[src/rtl/lpf_line_feeder.sv]
// lpf_line_feeder: line-oriented front end for the luma LPF/FIR.
// Accepts one line at a time over valid/ready and pushes it to the FIR.
// Each line is edge-padded with P=(FW-1)/2 copies of the first and last pixel.
module lpf_line_feeder #(
  parameter int DW = 10,
  parameter int FW = 7,
  parameter int LW = 12
) (
  input  logic          Clk,
  input  logic          Rst,
  input  logic          Clear,
  input  logic [LW-1:0] LineLen,
  input  logic [DW-1:0] PixIn,
  input  logic          PixInVld,
  input  logic          PixInSol,
  output logic          PixInRdy,
  output logic [DW-1:0] DataIn,
  output logic          DataInVld,
  output logic          LineDone,
  output logic          Busy,
  output logic          Err
);

  localparam int P  = (FW - 1) / 2;
  // The pad counter only needs to reach P-1.
  localparam int PW = (P > 1) ? $clog2(P) : 1;
  localparam logic [PW-1:0] PAD_LAST = PW'(P - 1);

  localparam logic [1:0] ST_IDLE = 2'd0;
  localparam logic [1:0] ST_PRE  = 2'd1;
  localparam logic [1:0] ST_BODY = 2'd2;
  localparam logic [1:0] ST_POST = 2'd3;

  logic [1:0]    state_r,    state_nxt_s;
  logic [PW-1:0] pad_cnt_r,  pad_nxt_s;
  logic [LW-1:0] pix_cnt_r,  pix_nxt_s;
  logic [LW-1:0] len_r,      len_nxt_s;
  logic [DW-1:0] last_r,     last_nxt_s;
  logic [DW-1:0] data_in_r;
  logic          data_vld_r;
  logic          line_done_r, done_nxt_s;
  logic          busy_r;
  logic          err_r,      err_nxt_s;
  logic          launch_s;
  logic [DW-1:0] launch_data_s;
  logic          accept_s;
  logic [LW-1:0] pix_inc_s;

  // Ready follows the state only; a pending reset/clear blocks any accept.
  assign PixInRdy  = ~Rst & ~Clear & ((state_r == ST_IDLE) | (state_r == ST_BODY));
  assign accept_s  = PixInVld & PixInRdy;
  assign pix_inc_s = pix_cnt_r + LW'(1);

  // Next-state, counter updates and sample launch selection.
  always_comb begin
    state_nxt_s   = state_r;
    pad_nxt_s     = pad_cnt_r;
    pix_nxt_s     = pix_cnt_r;
    len_nxt_s     = len_r;
    last_nxt_s    = last_r;
    done_nxt_s    = 1'b0;
    err_nxt_s     = err_r;
    launch_s      = 1'b0;
    launch_data_s = last_r;
    case (state_r)
      ST_IDLE: begin
        if (accept_s) begin
          if (PixInSol) begin
            if (LineLen != LW'(0)) begin
              len_nxt_s     = LineLen;
              last_nxt_s    = PixIn;
              launch_s      = 1'b1;
              launch_data_s = PixIn;
              pix_nxt_s     = LW'(1);
              pad_nxt_s     = PW'(0);
              state_nxt_s   = ST_PRE;
            end else begin
              // Empty line: nothing to filter, just report completion.
              done_nxt_s = 1'b1;
            end
          end else begin
            err_nxt_s = 1'b1;
          end
        end else begin
          state_nxt_s = ST_IDLE;
        end
      end
      ST_PRE: begin
        launch_s = 1'b1;
        if (pad_cnt_r == PAD_LAST) begin
          pad_nxt_s   = PW'(0);
          state_nxt_s = (len_r > LW'(1)) ? ST_BODY : ST_POST;
        end else begin
          pad_nxt_s = pad_cnt_r + PW'(1);
        end
      end
      ST_BODY: begin
        if (accept_s) begin
          launch_s      = 1'b1;
          launch_data_s = PixIn;
          last_nxt_s    = PixIn;
          pix_nxt_s     = pix_inc_s;
          if (PixInSol) begin
            err_nxt_s = 1'b1;
          end else begin
            err_nxt_s = err_r;
          end
          if (pix_inc_s == len_r) begin
            pad_nxt_s   = PW'(0);
            state_nxt_s = ST_POST;
          end else begin
            state_nxt_s = ST_BODY;
          end
        end else begin
          state_nxt_s = ST_BODY;
        end
      end
      ST_POST: begin
        launch_s = 1'b1;
        if (pad_cnt_r == PAD_LAST) begin
          pad_nxt_s   = PW'(0);
          pix_nxt_s   = LW'(0);
          done_nxt_s  = 1'b1;
          state_nxt_s = ST_IDLE;
        end else begin
          pad_nxt_s = pad_cnt_r + PW'(1);
        end
      end
      default: begin
        state_nxt_s = ST_IDLE;
        pad_nxt_s   = PW'(0);
        pix_nxt_s   = LW'(0);
      end
    endcase
  end

  // State, counters and registered outputs; Rst and Clear abandon any line.
  always_ff @(posedge Clk) begin
    if (Rst || Clear) begin
      state_r     <= ST_IDLE;
      pad_cnt_r   <= PW'(0);
      pix_cnt_r   <= LW'(0);
      len_r       <= LW'(0);
      last_r      <= DW'(0);
      data_in_r   <= DW'(0);
      data_vld_r  <= 1'b0;
      line_done_r <= 1'b0;
      busy_r      <= 1'b0;
      err_r       <= 1'b0;
    end else begin
      state_r     <= state_nxt_s;
      pad_cnt_r   <= pad_nxt_s;
      pix_cnt_r   <= pix_nxt_s;
      len_r       <= len_nxt_s;
      last_r      <= last_nxt_s;
      data_in_r   <= launch_s ? launch_data_s : data_in_r;
      data_vld_r  <= launch_s;
      line_done_r <= done_nxt_s;
      // Busy spans the whole output window, including the final strobe.
      busy_r      <= launch_s | (state_nxt_s != ST_IDLE);
      err_r       <= err_nxt_s;
    end
  end

  assign DataIn    = data_in_r;
  assign DataInVld = data_vld_r;
  assign LineDone  = line_done_r;
  assign Busy      = busy_r;
  assign Err       = err_r;

endmodule

[config.mk]
export PLATFORM = sky130hd
export DESIGN_NAME = lpf_line_feeder
export DESIGN_NICKNAME = d
export VERILOG_FILES = /design/src/rtl/lpf_line_feeder.sv
export SDC_FILE = /design/constraint.sdc
export NUM_CORES = 1
export LEC_CHECK = 0
export CAP_MARGIN = 20
export CELL_PAD_IN_SITES_DETAIL_PLACEMENT = 1
export CELL_PAD_IN_SITES_GLOBAL_PLACEMENT = 1
export CORE_MARGIN = 2
export CORE_UTILIZATION = 37
export CTS_BUF_LIST = sky130_fd_sc_hd__clkbuf_8
export DETAILED_ROUTE_END_ITERATION = 12
export GPL_ROUTABILITY_DRIVEN = 0
export PLACE_DENSITY = 0.86
export SYNTH_ARGS = -nofsm -noshare
export SYNTH_HDL_FRONTEND = slang
export SYNTH_SLANG_ARGS = --single-unit
export TNS_END_PERCENT = 30
[constraint.sdc]
create_clock -name Clk -period 2.05 [get_ports Clk]
set_input_delay 0.41 -clock Clk [delete_from_list [all_inputs] [get_ports Clk]]
set_output_delay 0.41 -clock Clk [all_outputs]
set_load 0.005 [all_outputs]
==> impl_results.md <==
- Outcome: finished, violations left
- Failing checks: setup timing
- Cell taking the most area after synthesis: dfxtp_1
- Setup Crit Path Kind: flop to flop
- Clock Latency Late Sink: 0.35 ns
- PortBufs: 41
- Cts hold-fix bufs: 0
- Pre-CTS WS: -0.591 ns
- Fillers: approximately 860
- Synthesis-to-layout area growth: 54.2%
- Largest net degree at the start of global routing: 24
- CTS tree: built
- DRC: 0
- #FFs+latches synth: 52
- Inserted Diodes: 0
- DP Cell Count: 569
- DP Area: between 3000 and 4000 um^2
- Final Hold Vio Count: 0
- Iteration count of the initial detailed-routing pass: 5
- Multi-input logic area: 2070 um^2
- Max-cap violations: 0
- Sequential fraction of the synthesis area: a little over a third
- Final Max Slew Viols: 0
- Final instance area: 4530 um^2
- Yosys warning total: 0
- P_leak: 1.66 nW
- Largest cells by area after synthesis: dfxtp_1 (35%), a21oi_1 (9.4%), nand2_1 (6.1%)
- Die Ht: roughly 93 um
- Mapped Cells: 382
- Post-DRT Antenna Nets: 0
- Crit Reg-Reg Startpoint: pix_cnt_r[1]$_SDFFE_PP0P_
- Final setup vio count: 17
- Async SR Flop Fraction: 0%
- Final Critical Period: roughly 2.2 ns
- Routed vias: 4172
- Die area: 8660 um^2
- Startpoint Class: flop
- Hold Crit Class: input port to flop
- Number of synthesized flops with an enable pin: 0
- Main synth FF type: dfxtp_1
- H-tree levels: 2
- Max-slew headroom: between 50% and 60%
- Grt ovf: 0
- Starting Density: 38.0%
- First-pass GRT wire length: 24600 um
- Initial antenna violation count: 1
- Rows: 32
- Synth Cell Area: 2940 um^2
- Post-Syn Nets: 414
- P per Cell Area: a little under 500 nW/um^2
- Starting DRT DRC Count: around 600
- Clock slew at reported path FFs: 0.11 ns
- HPWL after DPL: between 8000 and 9000 um
- RSZ-0062 raised after global routing: true
- Crit path from: pix_cnt_r[1]$_SDFFE_PP0P_
- Synth cell types: between 60 and 70
- Die Wd: 93.1 um
- Routed wire per std cell: slightly above 30 um
- CP required: 2.28 ns
- Gr usage total: between 30 and 40%
- Post-Syn Area per Cell: ~7.7 um^2
- Vias in the first global route: between 4k and 5k
- Worst hold start: LineLen[3]
- Final WS setup: -0.144 ns
- Worst Setup End Kind: flop
- Layout cells sized above 1: roughly a third
- Longest Clk Path Bufs: 2
- Cell with the most instances after synthesis: a21oi_1
- Worst slew pin tran: 0.627 ns
- Critical Path AT: approximately 2.4 ns
- CTS sink count: 52
- Final wirelength: 18200 um
- FF/Latch Area: 1050 um^2
- Max IR drop VDD: 0.598 mV
- Area share of the largest cell type after synthesis: 35.4%
- Ports: 42
- Pwr Total: 0.00223 W
- Fin crit share: 107%
- Fmax: 456 MHz
- Core box area: 7730 um^2
- Final Net Count: 519
- TritonCTS Buffers: 5
- Clock root buffer: clkbuf_8
- Drt via density: between 7 and 8
- Crit Path Max Fanout: 6
- Non-filler instance count after layout: 590
- Layout Skew: 0.0131 ns
- Synth top cells by count: a21oi_1 (55), dfxtp_1 (52), nand2_1 (48), nor2_1 (25), nand3_1 (22)
cells in the final DEF, fill, tap and decap left out, drive strengths merged, types with 2 or more instances in the layout:
cell,Yosys,layout
buf,12,83
a21oi,56,56
dfxtp,52,52
nand2,48,48
o21ai,28,28
nor2,27,27
clkdlybuf4s50,0,24
nand3,23,23
dlygate4sd2,0,13
a221oi,10,10
or3,9,9
xnor2,8,8
nor4,8,8
nand4,7,7
clkbuf,15,7
nor3,7,7
inv,7,7
and2,6,6
nor2b,5,5
ha,5,5
xor2,4,4
o211ai,4,4
and3,3,3
a31oi,3,3
nand2b,3,3
and4,3,3
nand3b,3,3
or2,3,3
or4,2,2
nor4b,2,2
dlymetal6s2s,0,2
a211oi,2,2
o2111ai,2,2
a22oi,2,2
timing repair:
action,in CTS,in global routing
resized for setup,51,52
setup endpoints to repair,51,48
cloned,1,0
setup buffers,4,8
endpoints found under the hold margin,0,0
pin swaps,13,20
registers in the layout, indices dropped and copies added (netlist names):
signal and cells:
state_r 2, last_r 10, LineDone 1, len_r 12, pix_cnt_r 12, DataIn 10, Busy 1, Err 1
pad_cnt_r 2, DataInVld 1
power breakdown:
| group | internal, W | leakage (nW) | switching [W] |
|---|---|---|---|
| clock | 0.000401 | 0.0614 | 0.000431 |
| combinational | 0.000163 | 1.18 | 0.000201 |
| sequential | 0.00102 | 0.423 | 0.0000126 |
cell families after synthesis:
logic type                 count (synthesis)  synth area share, %
and+or+nand+nor                          161                 29.3
AOI/OAI and AO/OA                        117                 24.1
DFF                                       52                 35.4
buffers and inverters                     34                 5.11
xor gates and xnor gates                  12                 3.58
adders and majority gates                  5                 2.13
muxes                                      1                0.341
routing by layer:
metal,vias to the layer above,routed length (um),GRT usage [%]
met5,-,0,0
met1,1942,6410,42.6
met3,182,2050,9.59
met4,0,1710,24.1
met2,457,8000,63.2
li1,1591,-,-
critical path, cell delays in order (launching register included):
cell,delay (ns)
dfxtp_2,0.40
ha_4,0.19
buf_4,0.12
and4_1,0.29
nand3_1,0.18
o211a_1,0.31
a21oi_1,0.22
and4_4,0.26
o211ai_1,0.10
through the flow:
step / setup TNS, ns / hold WS [ns] / utilization [%]
after CTS: -0.00931 / 0.493 / 55.2
after global placement: -14.94 / 0.458 / 50.8
after detailed placement: -19.25 / 0.486 / 50.8
final: -1.08 / 0.461 / 58.6
after floorplan: 0 / 0.448 / -
after global routing: -1.65 / 0.469 / 58.6
worst paths after layout:
check	end	slack (ns)	cells after the start
setup / recovery	pad_cnt_r[1]$_SDFFE_PP0P_	-0.14	8
hold / removal	len_r[3]$_SDFFE_PP0P_	0.46	3
setup reg to reg	pad_cnt_r[1]$_SDFFE_PP0P_	-0.14	8
hold reg to reg	len_r[3]$_SDFFE_PP0P_	0.52	2
area by class of cell:
class,instances,share of cell area [%]
inverter,7,0.580
clock inverter,2,0.857
sequential,52,23.2
multi-input combinational,296,45.8
timing repair buffer,125,25.0
clock buffer,6,1.82
tap,102,2.82
(Power assumes the default switching activity.)
